--- src/rtl/reduce_pkg.sv ---
// reduce_pkg: shared definitions for the reg_reduce_pipe capture/reduce slice.
//   MODE_*         reduction mode encodings carried alongside each beat
//   MODE_W         width of the mode field
//   MAX_N          largest channel count a single reduction column supports
//   reduce_lanes() reduces one bit position across the channels
//   dual_mode()    AND<->OR swap applied to the complement-side reduction
package reduce_pkg;

  localparam int MODE_W = 2;

  localparam logic [MODE_W-1:0] MODE_AND  = 2'b00;
  localparam logic [MODE_W-1:0] MODE_OR   = 2'b01;
  localparam logic [MODE_W-1:0] MODE_XOR  = 2'b10;
  localparam logic [MODE_W-1:0] MODE_PASS = 2'b11;

  localparam int MAX_N = 32;

  // vec[k] is channel k's bit at one bit position; only the first n
  // channels take part. Channel 0 seeds the accumulator, which is also the
  // PASS result.
  function automatic logic reduce_lanes(input logic [MAX_N-1:0] vec,
                                        input logic [MODE_W-1:0] mode,
                                        input int n);
    logic r;
    r = vec[0];
    for (int k = 1; k < MAX_N; k++) begin
      if (k < n) begin
        case (mode)
          MODE_AND: r = r & vec[k];
          MODE_OR:  r = r | vec[k];
          MODE_XOR: r = r ^ vec[k];
          default:  r = r;
        endcase
      end
    end
    return r;
  endfunction

  // The complement side uses the De Morgan dual for AND/OR so that g stays
  // the complement of f; XOR and PASS keep the same operator.
  function automatic logic [MODE_W-1:0] dual_mode(input logic [MODE_W-1:0] m);
    case (m)
      MODE_AND: return MODE_OR;
      MODE_OR:  return MODE_AND;
      default:  return m;
    endcase
  endfunction

endpackage

--- src/rtl/reduce_stage.sv ---
// reduce_stage: one elastic pipeline register with valid/ready handshake.
//   CLK1, RST            clock, async active-high reset
//   in_valid/in_ready    upstream handshake
//   in_data              payload from upstream
//   out_valid/out_ready  downstream handshake
//   out_data             registered payload
// RST_VAL sets the payload reset image, so complement fields can come up
// as all ones.
module reduce_stage #(
  parameter int          PW      = 1,
  parameter logic [PW-1:0] RST_VAL = '0
) (
  input  logic          CLK1,
  input  logic          RST,
  input  logic          in_valid,
  output logic          in_ready,
  input  logic [PW-1:0] in_data,
  output logic          out_valid,
  input  logic          out_ready,
  output logic [PW-1:0] out_data
);

  // Load when empty or when the held beat leaves this cycle. Depends only
  // on local state and the downstream ready, never on in_valid.
  assign in_ready = !out_valid | out_ready;

  // Payload only moves with a real beat, so the last values stay visible
  // while the stage is empty.
  always_ff @(posedge CLK1 or posedge RST) begin
    if (RST) begin
      out_valid <= 1'b0;
      out_data  <= RST_VAL;
    end else if (in_ready) begin
      out_valid <= in_valid;
      if (in_valid) out_data <= in_data;
    end
  end

endmodule

--- src/rtl/reg_reduce_pipe.sv ---
// reg_reduce_pipe: N-channel, W-bit registered capture pipe with a
// cross-channel reduction on the last stage.
//   CLK1, RST            clock, async active-high reset
//   in_valid/in_ready    input beat handshake
//   D[N*W]               channel data, channel k at D[k*W +: W]
//   mode[2]              reduction mode, captured with the beat
//   out_valid/out_ready  output beat handshake
//   Q, Q_bar             last-stage data and its registered complement
//   f, g                 per-bit reductions across channels of Q / Q_bar
// Optional build macro REDUCE_XFER_CNT_EN adds xfer_cnt[15:0], a wrapping
// count of output handshakes.
module reg_reduce_pipe
  import reduce_pkg::*;
#(
  parameter int N     = 2,
  parameter int W     = 1,
  parameter int DEPTH = 1
) (
  input  logic           CLK1,
  input  logic           RST,
  input  logic           in_valid,
  output logic           in_ready,
  input  logic [N*W-1:0] D,
  input  logic [1:0]     mode,
  output logic           out_valid,
  input  logic           out_ready,
  output logic [N*W-1:0] Q,
  output logic [N*W-1:0] Q_bar,
  output logic [W-1:0]   f,
  output logic [W-1:0]   g
`ifdef REDUCE_XFER_CNT_EN
  ,
  output logic [15:0]    xfer_cnt
`endif
);

  localparam int NW = N * W;
  localparam int PW = MODE_W + 2 * NW;
  // Payload is {mode, data_bar, data}; data_bar resets to ones to match Q=0.
  localparam logic [PW-1:0] RST_PLD = {{MODE_W{1'b0}}, {NW{1'b1}}, {NW{1'b0}}};

  logic [DEPTH:0]         vld_pipe;
  logic [DEPTH:0]         rdy_pipe;
  logic [DEPTH:0][PW-1:0] pld_pipe;
  logic [MODE_W-1:0]      q_mode;

  // Complement is taken at capture and carried, not rebuilt from Q.
  assign vld_pipe[0]     = in_valid;
  assign in_ready        = rdy_pipe[0];
  assign pld_pipe[0]     = {mode, ~D, D};
  assign rdy_pipe[DEPTH] = out_ready;

  for (genvar gi = 0; gi < DEPTH; gi++) begin : g_stg
    reduce_stage #(.PW(PW), .RST_VAL(RST_PLD)) u_stg (
      .CLK1      (CLK1),
      .RST       (RST),
      .in_valid  (vld_pipe[gi]),
      .in_ready  (rdy_pipe[gi]),
      .in_data   (pld_pipe[gi]),
      .out_valid (vld_pipe[gi+1]),
      .out_ready (rdy_pipe[gi+1]),
      .out_data  (pld_pipe[gi+1])
    );
  end

  assign out_valid = vld_pipe[DEPTH];
  assign Q         = pld_pipe[DEPTH][NW-1:0];
  assign Q_bar     = pld_pipe[DEPTH][2*NW-1:NW];
  assign q_mode    = pld_pipe[DEPTH][PW-1:2*NW];

  // Gather each bit position into a channel column, zero-padded to MAX_N,
  // and reduce it. Padding never takes part since reduce_lanes stops at N.
  logic [W-1:0][MAX_N-1:0] q_col;
  logic [W-1:0][MAX_N-1:0] qb_col;

  for (genvar b = 0; b < W; b++) begin : g_bit
    for (genvar k = 0; k < MAX_N; k++) begin : g_ch
      if (k < N) begin : g_use
        assign q_col[b][k]  = Q[k*W+b];
        assign qb_col[b][k] = Q_bar[k*W+b];
      end else begin : g_pad
        assign q_col[b][k]  = 1'b0;
        assign qb_col[b][k] = 1'b0;
      end
    end
    assign f[b] = reduce_lanes(q_col[b], q_mode, N);
    assign g[b] = reduce_lanes(qb_col[b], dual_mode(q_mode), N);
  end

`ifdef REDUCE_XFER_CNT_EN
  always_ff @(posedge CLK1 or posedge RST) begin
    if (RST) xfer_cnt <= '0;
    else if (out_valid & out_ready) xfer_cnt <= xfer_cnt + 16'd1;
  end
`endif

endmodule

--- config.mk ---
export PLATFORM = sky130hd
export DESIGN_NAME = reg_reduce_pipe
export DESIGN_NICKNAME = d
export VERILOG_FILES = /design/src/rtl/reduce_pkg.sv /design/src/rtl/reduce_stage.sv /design/src/rtl/reg_reduce_pipe.sv
export SDC_FILE = /design/constraint.sdc
export NUM_CORES = 1
export LEC_CHECK = 0
export BUFFER_PORTS_ARGS = -buffer_cell sky130_fd_sc_hd__buf_4
export CORE_AREA = 4 4 41 43
export CTS_BUF_LIST = sky130_fd_sc_hd__clkbuf_8
export DETAILED_ROUTE_END_ITERATION = 10
export DIE_AREA = 0 0 45 47
export GPL_TIMING_DRIVEN = 0
export HOLD_SLACK_MARGIN = 0.02
export PLACE_DENSITY = 0.61
export SLEW_MARGIN = 15
export SYNTH_ARGS = -nofsm -noshare
export SYNTH_HDL_FRONTEND = slang
export SYNTH_SLANG_ARGS = --single-unit
export TNS_END_PERCENT = 30
--- constraint.sdc ---
create_clock -name CLK1 -period 1.15 [get_ports CLK1]
set_input_delay 0 -clock CLK1 [delete_from_list [all_inputs] [get_ports CLK1]]
set_output_delay 0 -clock CLK1 [all_outputs]
set_load 0.02 [all_outputs]
## Yosys cells after proc, flatten, opt, wreduce, memory -nomap -nowiden

Cells that the tools add are included.

- Word-level logic and storage cells: 21
- Bits of input ports: 8
- Flip-flop bits (word level): 7

- Equality and inequality tests: 4
- Reductions and logical operators: 4
- Mux-type cells: 3
- Bitwise gates (word level): 8

Operators by type and width:

| operator | count |
|---|---|
| $pmux W1 S3 | 2 |
| $eq A2 B1 Y1 const B | 2 |
| $eq A2 B2 Y1 const B | 2 |
| $logic_not A2 Y1 | 2 |
| $pmux W2 S2 | 1 |
| $or A1 B1 Y1 | 3 |
| $and A1 B1 Y1 | 2 |
| $not A2 Y2 | 1 |
| $reduce_and A2 Y1 | 1 |
| $xor A1 B1 Y1 | 2 |
| $logic_not A1 Y1 | 1 |

## Longest topological paths before layout

Gate-level depths: netlist of run 1.

- Depth in word-level cells: 4
- Depth in mapped cells: 4
- Mapped depth without buffers: 4

## Modules after synthesis

Synthesis of run 1 repeated with hierarchy kept, for this count alone.

- Cell total of the unflattened synthesis: 31
- Area total of the unflattened synthesis: 436.7 um^2

By module, submodules not included:

| module | area each (um^2) | cells each | seq. area each (um^2) | instances |
|---|---|---|---|---|
| reduce_stage | 304.0 | 17 | 177.7 | 1 |
| reg_reduce_pipe | 132.6 | 14 | 0.0 | 1 |

## Worst setup path before layout of run 1

OpenSTA, ideal clock, no wires.

- Kind: register to output
- From: register g_stg[0].u_stg.out_data[2]
- To: output port g
- Buffers on the path: 0
- Cell stages (with the launch flop): 4
- Data required time: 1.150 ns
- Path slack: -0.285 ns
- Arrival time: 1.435 ns
- Cells stage by stage: dfstp_2 > inv_1 > ha_1 > mux4_1

- Cells in the longest elaborated chain, start to end: 2

RTL lines:

| item | line | source |
|---|---|---|
| start, declared | reduce_stage.sv:20 | `output logic [PW-1:0] out_data` |
| start signal, assigned | reduce_stage.sv:35 | `if (in_valid) out_data <= in_data;` |
| $xor A1 B1 Y1, or another cell as far along | reduce_pkg.sv:31 | `MODE_XOR: r = r ^ vec[k];` |
| $pmux W1 S3 * | reduce_pkg.sv:28 | `case (mode)` |
| end, declared | reg_reduce_pipe.sv:30 | `output logic [W-1:0] g` |

Mark *: on every way between the ends. The rest lies on a longest branch, timed or not.

## Worst setup path after layout of run 1

- From: register g_stg[0].u_stg.out_data[3]
- To: output port g

Same word-level chain as after synthesis.

==> impl_metrics.tcl, run 1 <==
set metrics [dict create \
    status "finished, violations left" \
    violations "negative setup slack" \
    ys_seq_area_share_pct 41.5 \
    initial_core_util_pct 32.9 \
    synth_cells 33 \
    worstSetupStartpointType "flip-flop" \
    critPathKind "reg -> out" \
    slew_headroom_pct 82.2 \
    cp_max_fo 2 \
    ys_warn_count 0 \
    final_common_cell "buf_4" \
    vias 320 \
    postSynthAreaPerCell_sq_um 13.0 \
    viasPerCell 4.10 \
    finalHoldViolations 0 \
    power_leakage_uw 0.000367 \
    cap_violations 0 \
    worstMarginPinSlew_ns 0.267 \
    track_usage_pct 10.1 \
    hold_slack_ns 0.0649 \
    antenna_found_initial 0 \
    met2WireLength_um 494 \
    drt_iter0_markers 4 \
    crit_slowest_cell "dfstp_2" \
    synth_cell_type_count 11 \
    finClkSkew_ns 0.00280 \
    postRouteAntennaNets 0 \
    final_cell_mix "22 x buf_4, 6 x inv_1, 6 x dlygate4sd3_1" \
    crit_family "flip-flops" \
    top_layer "met3" \
    path_clk_slew_ns 0.04 \
    clock_path_buffers 2 \
    p_per_area_nw_per_um2 1480 \
    place.detailed.hpwl_um 599 \
    areaGrowthSynthToFinish_pct 67.0 \
    path_buf_inv 2 \
    drive_gt1_share_pct 63.5 \
    die_h_um 47 \
    cts_inserted_buffers 3 \
    grt_pass1_wl_mm 1.48 \
    routed-wl-met3_um 55 \
    grt_pass1_vias 369 \
    m1WireLength_um 318 \
    synth_nets 45 \
    hold_class "in -> reg" \
    die_w_um 45 \
    dr.pass1.iters 2 \
    rsz0062_at_grt "true" \
    worst_slack_ns -0.472 \
    layout_min_cycle_time_ns 1.62 \
    antenna_cells 0 \
    numPlacedInstances 63 \
    cts_root_buffer "clkbuf_8" \
    report.final.slew_viol_count 0 \
    utilization_pct 54.9 \
    wire_per_inst_um 11.1 \
    gp_congestion 0.662 \
    max_freq_mhz 617 \
    critical_path.cell_chain "inv_2 > ha_4 > mux4_2 > buf_6" \
    grt_max_degree 8 \
    final_cells 78 \
    drcViolationCount 0 \
    io_pins 16 \
    synth-seq-cells 7 \
    ff2ff_setup_slack_ns 0.09 \
    cts_tree "yes" \
    rows 13 \
    finalCritPeriodShare_pct 141 \
    clk_latency_ns 0.22 \
    cts_htree_levels 1 \
    coreArea_sq_um 1300 \
    crit_path_end_kind "primary output" \
    routed_wl_um 868 \
    required_ns 1.15 \
    dieArea_sq_um 2120 \
    finalSetupViolCount 2 \
    max_stage_delay_ns 0.52 \
    cp.arrival_ns 1.62 \
    io_buffer_count 15 \
    nets 76 \
    syn_area_sq_um 428 \
    place_ws_ns -0.341 \
    max-vdd-ir-drop_v 0.000739 \
    cts_num_sinks 7 \
    grt-ovfl-total 0 \
    tns_ns -0.889 \
]
## per-stage QoR
stage / cell area (sq um) / total power (uW)
finish: 714 / 1060
global route: 714 / 1120
CTS: 707 / 1070
detailed placement: 556 / 655
global placement: 556 / 646
floorplan: 424 / 530
## worst register-to-register path, stage by stage (launching register included)
cell	delay (ns)
dfrtp_1	0.38
nand2b_4	0.07
nand2_2	0.15
mux2_2	0.35
## synth_stat cells
library cell	number	area share (%)
dfrtp_1	5	29
mux2_2	4	11
nand2b_1	1	1.5
dfstp_2	2	12
nand2b_4	1	3.2
mux2i_1	2	4.7
ha_1	4	12
buf_4	4	7.0
mux4_1	2	12
inv_1	7	6.1
nand2_2	1	1.5
## power breakdown
group	leakage (uW)	total (uW)	internal (uW)	switching (uW)
sequential	0.0000786	320	289	30.7
combinational	0.000262	412	245	167
clock	0.0000269	327	230	97.2
total	0.000367	1060	764	295
## path summary, 6_finish.rpt
check | startpoint | end | cells past startpoint
worst max-delay path | g_stg[0].u_stg.out_data[3] | g | 4
worst min-delay path | out_ready | g_stg[0].u_stg.out_valid | 3
worst max register to register | g_stg[0].u_stg.out_valid | g_stg[0].u_stg.out_data[0] | 3
worst min register to register | g_stg[0].u_stg.out_data[2] | g_stg[0].u_stg.out_data[2] | 2
max in group asynchronous | RST | g_stg[0].u_stg.out_data[2] | 3
min in group asynchronous | RST | g_stg[0].u_stg.out_data[4] | 3
## per-layer routing
metal  vias to the layer above  global-route usage (%)
met3                         0                    2.30
met1                       148                    10.1
met2                        11                    19.5
met5                         -                       0
met4                         0                    5.26
li1                        161                       -
## cell families (layout without fill, tap and decap cells)
logic type | count (synthesis) | in the layout | synth area share, %
and+or+nand+nor | 3 | 3 | 6.14
muxes | 8 | 8 | 27.5
adders and majority gates | 4 | 4 | 11.7
buffers and inverters | 11 | 41 | 13.2
DFF | 7 | 7 | 41.5
## cell type report
class                      instances  area (sq um)
buffer                             4          30.0
multi-input combinational         15           199
fill                             113           587
inverter                           7          26.3
clock buffer                       3          41.3
timing repair buffer              26           218
sequential                         7           178
clock inverter                     1          3.75
tap                               15          18.8
## state kept, by name, summed over array words and instances, names as in the netlist
register               flops
g_stg.u_stg.out_valid      1
g_stg.u_stg.out_data       6
## timing repair
action                                 CTS  global route
hold buffers                             6             0
setup endpoints to repair                2             2
pin swaps                                0             1
resized for setup                        4             0
endpoints found under the hold margin   12             0
cloned                                   0             0
buffers inserted                         4             1
(Power assumes the default switching activity.)
==> run 2: changes to the inputs <==
- ABC_AREA: unset -> 1
- PLACE_DENSITY: 0.61 -> 0.63
==> impl_metrics.tcl, run 2 <==
set metrics [dict create \
    clock_path_buffers 2 \
    violations "negative setup slack" \
    die_w_um 45 \
    ys_warn_count 0 \
    top_register "g_stg.u_stg.out_data" \
    vias 426 \
    p_sw_uw 333 \
    max_freq_mhz 746 \
    grt_max_degree 10 \
    post-synth-top-area-cell "dfrtp_1" \
    grt_pass1_wl_mm 1.74 \
    antenna_cells 0 \
    final_common_cell "buf_4" \
    worstMarginPinSlew_ns 0.254 \
    worstSetupStartpointType "flip-flop" \
    clk_latency_ns 0.23 \
    synth_nets 66 \
    dieArea_sq_um 2120 \
    use_met1_pct 13.7 \
    fin_area_sq_um 709 \
    synth-seq-cells 7 \
    utilization_pct 54.5 \
    gp_congestion 0.728 \
    swShare_pct 32.1 \
    initial_core_util_pct 34.5 \
    hold_class "in -> reg" \
    post_dp_cell_area_sq_um 581 \
    fillers 121 \
    cap_violations 0 \
    final_cell_mix "21 x buf_4, 13 x nand2_1, 8 x nand3_1" \
    grt_util_met2_pct 18.6 \
    cts_tree "yes" \
    postSynth.asyncResetShare_pct 100 \
    ys.flop_type "dfrtp_1" \
    synthTopCellsByArea "dfrtp_1 28%, dfstp_2 12%, ha_1 11%" \
    cts_num_sinks 7 \
    path_clk_slew_ns 0.04 \
    top_usage_layer "met2" \
    p_per_area_nw_per_um2 1460 \
    crit_path_end_kind "primary output" \
    dr.pass1.iters 2 \
    track_usage_pct 11.6 \
    place.detailed.hpwl_um 690 \
    finalCritPeriodShare_pct 117 \
    grt_pass1_vias 428 \
    required_ns 1.15 \
    synth_cells 54 \
    synth_cell_type_count 13 \
    cp.arrival_ns 1.34 \
    largest_reg_flops 6 \
    yosysMostFrequentCell "nand2_1" \
    synth_edf_count 0 \
    pwr-share-clk_pct 32.5 \
    rows 13 \
    internal_power_uw 705 \
    drive_gt1_share_pct 45.0 \
    status "finished, violations left" \
    io_pins 16 \
    ys_seq_area_share_pct 39.6 \
    syn_area_sq_um 449 \
    worst_slack_ns -0.191 \
    drt_iter0_markers 1 \
    report.final.slew_viol_count 0 \
    viasPerCell 4.48 \
    wire_per_inst_um 10.4 \
    io_buffer_count 15 \
    power_leakage_uw 0.000382 \
    die_h_um 47 \
    max-vdd-ir-drop_v 0.000961 \
    netlist_top_cells_count "13 x nand2_1, 9 x nand3_1, 8 x inv_1, 5 x dfrtp_1" \
    met3_usage_pct 2.30 \
    yosys.area.top_type_share_pct 27.9 \
    layout_min_cycle_time_ns 1.34 \
    nets 93 \
    cp_max_fo 4 \
    cts_inserted_buffers 3 \
    power_frac_seq_pct 31.6 \
    reg_top3 "g_stg.u_stg.out_data (6), g_stg.u_stg.out_valid (1)" \
    postSynthAreaPerCell_sq_um 8.32 \
    hold_slack_ns 0.0199 \
    areaGrowthSynthToFinish_pct 57.9 \
    critPathKind "reg -> out" \
    coreArea_sq_um 1300 \
    grt-ovfl-total 0 \
    cts_htree_levels 1 \
    drcViolationCount 0 \
    slew_headroom_pct 83.1 \
    finalSetupViolCount 2 \
    postRouteAntennaNets 0 \
    pwr-share-comb_pct 35.9 \
    rsz0062_at_grt "true" \
    finClkSkew_ns 0.000862 \
    routed_wl_um 986 \
    antenna_found_initial 0 \
    finalHoldViolations 0 \
    cts_root_buffer "clkbuf_8" \
]
[run 2: worst paths after layout]
kind,start,to,slack [ns],cells past startpoint
worst max-delay path,g_stg[0].u_stg.out_data[2],g,-0.19,5
worst min-delay path,mode[0],g_stg[0].u_stg.out_data[4],0.02,3
worst max register to register,g_stg[0].u_stg.out_valid,g_stg[0].u_stg.out_data[4],0.28,4
worst min register to register,g_stg[0].u_stg.out_data[1],g_stg[0].u_stg.out_data[1],0.54,2
max in group asynchronous,RST,g_stg[0].u_stg.out_data[3],0.64,3
min in group asynchronous,RST,g_stg[0].u_stg.out_valid,0.25,3
[run 2: worst max-delay path, cell delays in order (launching register included)]
cell,delay (ns)
dfstp_2,0.55
buf_6,0.11
ha_1,0.14
nand3_1,0.07
nand4_1,0.10
buf_4,0.14
[run 2: through the flow]
step | power (uW) | TNS [ns] | worst slack (ns) | instances
final | 1040 | -0.304 | -0.191 | 95
after global routing | 1100 | -0.448 | -0.237 | 95
after CTS | 1050 | -0.309 | -0.182 | 95
after detailed placement | 651 | -0.0595 | -0.0595 | 84
after global placement | 643 | -0.0481 | -0.0481 | 84
after floorplan | 525 | 0 | 0.00000999 | 54
[run 2: cell type report]
type,count,area (sq um),share of cell area (%)
Multi-Input combinational cell,34,225,31.7
Timing Repair Buffer,22,179,25.2
Sequential cell,7,178,25.0
Clock buffer,3,41.3,5.82
Inverter,9,33.8,4.76
Buffer,4,30.0,4.23
Tap cell,15,18.8,2.65
Clock inverter,1,3.75,0.529
[run 2: cell families after synthesis]
group / share of synthesized area, %
AND/OR/NAND/NOR: 31.2
buffers and inverters: 14.2
flip-flops: 39.6
adder cells (fa/ha/maj): 11.1
AO/OA/AOI/OAI: 3.90
[run 2: per-layer routing]
| layer | vias up | wire length, um |
|---|---|---|
| met3 | 4 | 59 |
| li1 | 219 | - |
| met5 | - | 0 |
| met1 | 189 | 432 |
| met2 | 14 | 469 |
| met4 | 0 | 25 |
[run 2: repair_timing]
item,CTS,global route
endpoints found under the hold margin,10,0
gates resized for setup,5,0
setup endpoints to repair,2,2
pin swaps,3,0
setup buffers,3,0
hold buffers,4,0
[run 2: power groups by stage]
stage / Combinational (uW) / Clock, uW / Sequential, uW
floorplan: 195 / 0 / 331
global placement: 308 / 0 / 335
detailed placement: 315 / 0 / 337
CTS: 380 / 339 / 327
global route: 413 / 352 / 335
finish: 373 / 338 / 328
